File: src/rtl/light_pkg.sv
// light_pkg: mode codes shared by the light sequencer blocks.
package light_pkg;
  typedef enum logic [2:0] {
    MODE_OFF      = 3'd0,
    MODE_LEVEL    = 3'd1,
    MODE_CHASE_L  = 3'd2,
    MODE_CHASE_R  = 3'd3,
    MODE_FILL     = 3'd4,
    MODE_BLINK    = 3'd5,
    MODE_PINGPONG = 3'd6,
    MODE_RSVD     = 3'd7
  } mode_t;
endpackage

File: src/rtl/light_tick_gen.sv
// light_tick_gen: animation prescaler with a combinational terminal-count step strobe.
module light_tick_gen #(
  parameter int TICK_DIV = 50_000_000
) (
  input  logic clk,
  input  logic rst,
  input  logic en,
  input  logic clr,
  output logic step
);
  localparam int CW = (TICK_DIV > 1) ? $clog2(TICK_DIV) : 1;
  logic [CW-1:0] r_cnt;
  assign step = en && !clr && (r_cnt == CW'(TICK_DIV - 1));
  always_ff @(posedge clk) begin
    if (rst || clr || step) r_cnt <= '0;
    else if (en) r_cnt <= r_cnt + 1'b1;
  end
endmodule

File: src/rtl/light_sequencer.sv
// light_sequencer: clocked light-bar driver with level display and prescaled animations.
module light_sequencer
  import light_pkg::*;
#(
  parameter int N_LIGHTS = 6,
  parameter int TICK_DIV = 50_000_000,
  localparam int LW = $clog2(N_LIGHTS + 1)
) (
  input  logic                clk,
  input  logic                rst,
  input  logic                en,
  input  logic [2:0]          mode,
  input  logic [LW-1:0]       level,
  output logic [N_LIGHTS-1:0] l,
  output logic                tick
);
  localparam logic [LW-1:0] LAST = LW'(N_LIGHTS - 1);
  localparam logic [LW-1:0] FULL = LW'(N_LIGHTS);
  mode_t r_mode_q, w_mode, w_m;
  logic [LW-1:0] r_pos, w_pos_n;
  logic r_dir, w_dir_n, r_phase, w_phase_n;
  logic w_chg, w_step;
  logic [N_LIGHTS-1:0] w_l_n;
  function automatic logic [N_LIGHTS-1:0] therm(input logic [LW-1:0] k);
    return (k >= FULL) ? '1 : (N_LIGHTS'(1) << k) - N_LIGHTS'(1);
  endfunction
  function automatic logic [N_LIGHTS-1:0] onehot(input logic [LW-1:0] k);
    return N_LIGHTS'(1) << k;
  endfunction
  assign w_mode = mode_t'(mode);
  assign w_chg  = w_mode != r_mode_q;
  assign w_m    = w_chg ? w_mode : r_mode_q;
  light_tick_gen #(.TICK_DIV(TICK_DIV)) u_tick (
    .clk (clk),
    .rst (rst),
    .en  (en),
    .clr (w_chg),
    .step(w_step)
  );
  always_comb begin
    w_pos_n   = r_pos;
    w_dir_n   = r_dir;
    w_phase_n = r_phase;
    if (w_chg) begin
      w_pos_n   = (w_mode == MODE_CHASE_R) ? LAST : '0;
      w_dir_n   = 1'b1;
      w_phase_n = 1'b1;
    end else if (w_step) begin
      case (r_mode_q)
        MODE_CHASE_L: w_pos_n = (r_pos == LAST) ? '0 : r_pos + 1'b1;
        MODE_CHASE_R: w_pos_n = (r_pos == '0) ? LAST : r_pos - 1'b1;
        MODE_FILL:    w_pos_n = (r_pos == FULL) ? '0 : r_pos + 1'b1;
        MODE_BLINK:   w_phase_n = !r_phase;
        MODE_PINGPONG: begin
          // bounce off either end without lingering there for a second step
          w_pos_n = r_dir ? ((r_pos == LAST) ? r_pos - 1'b1 : r_pos + 1'b1)
                          : ((r_pos == '0) ? r_pos + 1'b1 : r_pos - 1'b1);
          w_dir_n = r_dir ? (r_pos != LAST) : (r_pos == '0);
        end
        default: ;
      endcase
    end
    case (w_m)
      MODE_LEVEL:                              w_l_n = therm(level);
      MODE_CHASE_L, MODE_CHASE_R, MODE_PINGPONG: w_l_n = onehot(w_pos_n);
      MODE_FILL:                               w_l_n = therm(w_pos_n);
      MODE_BLINK:                              w_l_n = {N_LIGHTS{w_phase_n}};
      default:                                 w_l_n = '0;
    endcase
  end
  always_ff @(posedge clk) begin
    if (rst) begin
      r_mode_q <= MODE_OFF;
      r_pos    <= '0;
      r_dir    <= 1'b1;
      r_phase  <= 1'b1;
      l        <= '0;
      tick     <= 1'b0;
    end else begin
      r_mode_q <= w_m;
      r_pos    <= w_pos_n;
      r_dir    <= w_dir_n;
      r_phase  <= w_phase_n;
      tick     <= w_step;
      if (w_chg || en) l <= w_l_n;
    end
  end
endmodule

File: config.mk
export PLATFORM = sky130hd
export DESIGN_NAME = light_sequencer
export DESIGN_NICKNAME = d
export VERILOG_FILES = /design/src/rtl/light_pkg.sv /design/src/rtl/light_tick_gen.sv /design/src/rtl/light_sequencer.sv
export SDC_FILE = /design/constraint.sdc
export NUM_CORES = 1
export LEC_CHECK = 0
export ABC_AREA = 1
export ABC_CLOCK_PERIOD_IN_PS = 3800
export CAP_MARGIN = 20
export CORE_ASPECT_RATIO = 1.2
export CORE_MARGIN = 3
export CORE_UTILIZATION = 35
export DETAILED_ROUTE_END_ITERATION = 8
export SYNTH_ARGS = -nofsm -noshare
export SYNTH_HDL_FRONTEND = slang
export SYNTH_SLANG_ARGS = --single-unit
File: constraint.sdc
create_clock -name clk -period 3.8 [get_ports clk]
set_input_delay 0.57 -clock clk [delete_from_list [all_inputs] [get_ports clk]]
set_output_delay 0.57 -clock clk [all_outputs]
set_load 0.01 [all_outputs]
==> impl_metrics.toml, run 1 <==
[layout]
fin_area_sq_um = 3102
drive_gt1_share_pct = 11.71
fin_nets = 459
finalNonFillerCells = 534
area_growth_pct = 13.35
antenna_cells = 0

[floorplan]
die_h_um = 102.9
pin_count = 16
rows = 34
start_util_pct = 36.97
dieArea_sq_um = 8920
core_sq_um = 7402
fp.dieW_um = 86.72

[clock_tree]
clk_pin_slew_ps = 90
cts_resized = 0
cts_tree = "done"
postCtsSetupBuffers = 0
clock_sinks = 41
ctsHtreeMaxLevel = 2
cts_root_buf = "clkbuf_8"
cts_hold_buf = 0
cts_buffers = 5
clk_latency_ps = 300
clockBufferDepth = 2

[synth]
yosysWarnings = 0
ys_ff_latch = 41
synth-seq-area-share_pct = 30.00
avgSynthCellArea_sq_um = 6.454
yosysUniqueCellTypes = 36
synth_area_sq_um = 2736
syn_inst = 424
syn_nets = 440

[sta]
slew_headroom_pct = 62.23
fin_crit_ps = 2858
rsz0062_at_grt = "no"
fin_crit_sh_pct = 75.22
worst_slack_ps = 941.6
tns_ps = 0
finalMaxSlewViolations = 0
fmax_mhz = 349.8
worstMarginPinSlew_ps = 564.8
final-setup-viol-count = 0
skew_ps = 10.42
hold_viol_final = 0

[global_routing]
grt_use_met2_pct = 27.39
grt_use_met1_pct = 19.06
grt_overflow = 0
grt_pass1_wl_um = 11160
antenna_found_initial = 0
grt_pass1_vias = 2477
busiest_layer = "met2"
grt_usage_pct = 15.39
use_met3_pct = 2.798
grt_max_degree = 19

[power]
peakVddDrop_v = 0.0002046
p_per_area_nw_per_um2 = 288.3
p_leak_nw = 1.180
p_sw_share_pct = 25.34
seqPwrFrac_pct = 49.4
power_switching_w = 0.0002266
cell_internal_pwr_w = 0.0006676
p_comb_share_pct = 9.8
p_clk_share_pct = 40.8

[place]
place.port_buffers = 15
pre_cts_ws_ps = 609.0
hpwl_um = 5046
globalplace.congestion = 0.9108
placed_cells = 526
place_area_sq_um = 2987

[setup_path]
cp-start-kind = "primary input"
path_class = "in2reg"
rrSetupSlack_ps = 1110
crit_buf_inv = 3
endpoint_kind = "register"
path_cells = "clkdlybuf4s50_1 -> inv_1 -> nand2_1 -> nand2_1 -> nand2_1 -> nor2_4 -> nand3_1 -> nor2_2 -> nand2_1 -> nand3_1 -> nand2_1 -> inv_2 -> nand3_2 -> ha_1 -> o22ai_1 -> nand3b_1 -> o21ai_1 -> a21oi_1"
path_common_cell = "nand2_1"
worstPathArrival_ps = 3020
max_stage_delay_ps = 460
cp_top_family = "simple AND/OR/NAND/NOR gates"
crit_required_ps = 3960
crit_fanout = 7
critPathSlowestCell = "clkdlybuf4s50_1"

[route]
dr_total_vias = 2615
via_per_inst = 4.897
wl_um = 6355
drcViolationCount = 0
first_pass_iters = 4
postRouteAntennaNets = 0
drtIter0Drc = 145
wl_per_cell_um = 11.90

[outcome]
status = "finished, final reports clean"

[run]
maxCapViolCount = 0

[worst_hold_path]
hp-class = "reg2reg"
-- layout make-up --
class                   count  area, sq um
fillers                   816         4300
multi-input cells         327         1700
flip-flops and latches     41        820.8
inverters                  52        195.2
repair buffers             16        157.7
well taps                  90        112.6
clock buffers               5        68.82
clock inverters             3        46.29
-- power by group through the flow --
stage                     clock network [W]  registers, W   logic, W
after CTS                          0.000376      0.000441  0.0000890
after global placement                    0      0.000451  0.0000885
after detailed placement                  0      0.000451  0.0000887
final                              0.000365      0.000442  0.0000877
after floorplan                           0      0.000452  0.0000541
after global routing               0.000389      0.000442  0.0000994
-- worst reg2reg max path: cells and delay by family, from the launching register on --
| kind | cells | cell delay [ps] |
|---|---|---|
| adder cells (fa/ha/maj) | 2 | 520 |
| AND/OR/NAND/NOR | 11 | 1260 |
| buffers and inverters | 1 | 80 |
| AO/OA/AOI/OAI | 3 | 260 |
| flip-flops | 1 | 420 |
-- cell usage in the layout, fill, tap and decap left out, types with 2 or more instances in the layout --
| cell type | instances |
|---|---|
| clkbuf_8 | 5 |
| dfxtp_1 | 41 |
| nand2_2 | 6 |
| o21ai_1 | 3 |
| nor3_2 | 2 |
| nand3_4 | 2 |
| nand4_1 | 7 |
| o21a_1 | 2 |
| nand2_1 | 114 |
| or2_2 | 3 |
| xnor2_1 | 2 |
| nor2_2 | 5 |
| nor4_1 | 2 |
| and3_1 | 2 |
| inv_2 | 7 |
| nor2_4 | 8 |
| nand3_2 | 6 |
| nand3_1 | 30 |
| xor2_1 | 4 |
| inv_1 | 45 |
| ha_1 | 7 |
| nor3_1 | 8 |
| a21oi_2 | 2 |
| nand3b_1 | 3 |
| o211ai_1 | 3 |
| o21ai_0 | 11 |
| a21oi_1 | 25 |
| nor2_1 | 61 |
| clkdlybuf4s50_1 | 15 |
| nor3b_1 | 4 |
-- routing by layer --
metal	routed length [um]	up-vias	part of all wire, %
li1	-	1406	-
met1	2956	1161	47
met2	3118	40	49
met3	183	8	2.9
met4	96	0	1.5
met5	0	-	0
-- cell families (layout without fill, tap and decap cells) --
| kind of cell | Yosys count | after routing | share of synthesized area [%] |
|---|---|---|---|
| buffers and inverters | 56 | 76 | 7.865 |
| xor gates and xnor gates | 6 | 6 | 1.920 |
| adders and majority gates | 7 | 7 | 3.201 |
| AOI/OAI and AO/OA | 49 | 49 | 9.877 |
| DFF | 41 | 41 | 30.00 |
| and+or+nand+nor | 265 | 265 | 47.14 |
-- Yosys cell counts, drive strengths merged --
cell type	n	area, sq um
buf	1	7.510
xor2	4	35.03
nand4	7	43.79
inv	52	195.2
nand3	38	245.2
nor3b	5	42.54
dfxtp	41	820.8
o22ai	1	6.260
xnor2	2	17.52
ha	7	87.58
o21ai	14	70.06
a31oi	1	6.260
a21oi	27	142.6
or2	3	18.77
a211oi	1	7.510
nor2	74	350.3
o211ai	3	22.52
o21a	2	15.01
and3	2	12.51
nand2	120	465.5
nor3	11	76.33
clkbuf	3	12.51
nor4	2	12.51
nand3b	3	22.52
-- final timing paths --
kind                                                    start                             to  depth (start not counted)
worst max register to register   u_tick.r_cnt[0]$_SDFFE_PP0P_              l[1]$_SDFFE_PP0P_                         17
worst min register to register  u_tick.r_cnt[23]$_SDFFE_PP0P_  u_tick.r_cnt[23]$_SDFFE_PP0P_                          2
worst min-delay path            u_tick.r_cnt[23]$_SDFFE_PP0P_  u_tick.r_cnt[23]$_SDFFE_PP0P_                          2
worst max-delay path                                  mode[1]              l[1]$_SDFFE_PP0P_                         18
-- sequential cells by signal, indices dropped and copies added, names as in the netlist --
signal,cells
tick,1
r_pos,3
u_tick.r_cnt,26
l,6
r_mode_q,3
r_phase,1
r_dir,1
-- metrics by stage --
stage / util [%] / power [W] / hold WS, ps
after floorplan: - / 0.0005065 / 438.4
after global placement: 40.35 / 0.0005399 / 451.0
after detailed placement: 40.35 / 0.0005401 / 453.2
after CTS: 41.90 / 0.0009063 / 469.3
after global routing: 41.90 / 0.0009308 / 501.0
final: 41.90 / 0.0008942 / 470.0
(Power assumes the default switching activity.)
==> run 2: changes to the inputs <==
--- a/config.mk
+++ b/config.mk
@@ -6,7 +6,7 @@
 export NUM_CORES = 1
 export LEC_CHECK = 0
 export ABC_AREA = 1
-export ABC_CLOCK_PERIOD_IN_PS = 3800
+export ABC_CLOCK_PERIOD_IN_PS = 2700
 export CAP_MARGIN = 20
 export CORE_ASPECT_RATIO = 1.2
 export CORE_MARGIN = 3
==> constraint.sdc (replaced) <==
create_clock -name clk -period 2.7 [get_ports clk]
set_input_delay 0.405 -clock clk [delete_from_list [all_inputs] [get_ports clk]]
set_output_delay 0.405 -clock clk [all_outputs]
set_load 0.01 [all_outputs]
==> impl_metrics.toml, run 2 (same netlist as run 1, synthesis figures left out) <==
[clock_tree]
ctsHtreeMaxLevel = 2
clk_latency_ps = 300
clk_pin_slew_ps = 90
postCtsSetupBuffers = 0
cts_tree = "done"
cts_buffers = 5
cts_root_buf = "clkbuf_8"
clock_sinks = 41
clockBufferDepth = 2

[layout]
regArea_sq_um = 824.5
area_growth_pct = 20.80
fillers = 821
largest_registers = "u_tick.r_cnt (26), l (6)"
antenna_cells = 0
largest_register_ffs = 26
fin_nets = 485
top_register = "u_tick.r_cnt"
drive_gt1_share_pct = 18.09
final_common_cell = "nand2_1"
multi_input_area_sq_um = 1705
utilization_pct = 44.66
mostFrequentLayoutCells = "114 x nand2_1, 60 x nor2_1, 43 x inv_1"

[power]
peakVddDrop_v = 0.0003041
finalPower_w = 0.001278
p_per_area_nw_per_um2 = 386.7
p_leak_nw = 1.304

[sta]
worst_slack_ps = 241.4
slew_headroom_pct = 75.82
hold_viol_final = 0
worstMarginPinSlew_ps = 362.2
finalMaxSlewViolations = 0
fin_crit_ps = 2459
tns_ps = 0
fmax_mhz = 406.7
skew_ps = 14.91
final-setup-viol-count = 0
rsz0062_at_grt = "no"
fin_hold_ws_ps = 467.3
fin_crit_sh_pct = 91.06

[global_routing]
grt_usage_pct = 16.01
antenna_found_initial = 0
grt_max_degree = 18
grt_overflow = 0
grt_pass1_wl_um = 11370
grt_pass1_vias = 2569

[route]
dr_total_vias = 2710
wl_per_cell_um = 11.81
drcViolationCount = 0
postRouteAntennaNets = 0
wl_um = 6615
via_per_inst = 4.839
first_pass_iters = 4
drtIter0Drc = 169

[setup_path]
endpoint_kind = "register"
r2r_start = "u_tick.r_cnt[0]$_SDFFE_PP0P_"
crit_required_ps = 2900
cp-start-kind = "register"
worstPathArrival_ps = 2660
startpoint = "u_tick.r_cnt[0]$_SDFFE_PP0P_"
crit_fanout = 4
path_class = "reg2reg"

[floorplan]
die_h_um = 102.9
dieArea_sq_um = 8920
fp.dieW_um = 86.72
rows = 34
start_util_pct = 36.97
core_sq_um = 7402
pin_count = 16

[place]
place.port_buffers = 15
hpwl_um = 5352
globalplace.congestion = 0.8723
pre_cts_ws_ps = -81.57

[worst_hold_path]
hp-class = "reg2reg"
hold_start = "l[0]$_SDFFE_PP0P_"

[run]
maxCapViolCount = 0

[outcome]
status = "finished, final reports clean"
[run 2: power by group]
part	internal [W]	switching, W
clock	0.000277	0.000233
combinational	0.0000665	0.0000801
sequential	0.000614	0.00000794
total	0.000957	0.000321
[run 2: layout make-up]
type	instances	share of cell area, %
Multi-Input combinational cell	327	51.59
Sequential cell	41	24.94
Timing Repair Buffer	42	10.67
Inverter	52	5.905
Tap cell	90	3.407
Clock buffer	5	2.082
Clock inverter	3	1.400
[run 2: final timing paths]
check,endpoint,slack [ps],cells after the start
max,l[1]$_SDFFE_PP0P_,240,17
min,l[0]$_SDFFE_PP0P_,470,2
max reg2reg,l[1]$_SDFFE_PP0P_,240,17
min reg2reg,l[0]$_SDFFE_PP0P_,470,2
[run 2: timing repair]
action,in CTS,in global routing
hold buffers,0,0
endpoints found under the setup margin,0,3
resized for setup,0,8
[run 2: metal layers]
metal / part of all wire [%] / wire length [um] / vias up / track usage [%]
met1: 47 / 3096 / 1214 / 19.69
met3: 2.9 / 189 / 6 / 3.437
met2: 49 / 3232 / 34 / 27.44
li1: - / - / 1456 / -
met5: 0 / 0 / - / 0
met4: 1.5 / 96 / 0 / 5.995
[run 2: critical path: stages (launching register included)]
cell      delay, ps
dfxtp_2         380
ha_2            220
nand3_1         110
nor2_1          140
inv_1            70
nor2_1          130
nand2_1          80
nor2_2          110
nand3_1         100
nand3_2          90
nand2_2          80
nor2_4          100
nand2_2          60
ha_1            270
o22ai_1          70
nand3b_1        150
o21ai_1         130
a21oi_1          70
[run 2: through the flow]
step,cell area [sq um],instances
floorplan,2736,424
global placement,3182,552
detailed placement,3182,552
CTS,3297,560
global route,3306,560
finish,3306,560
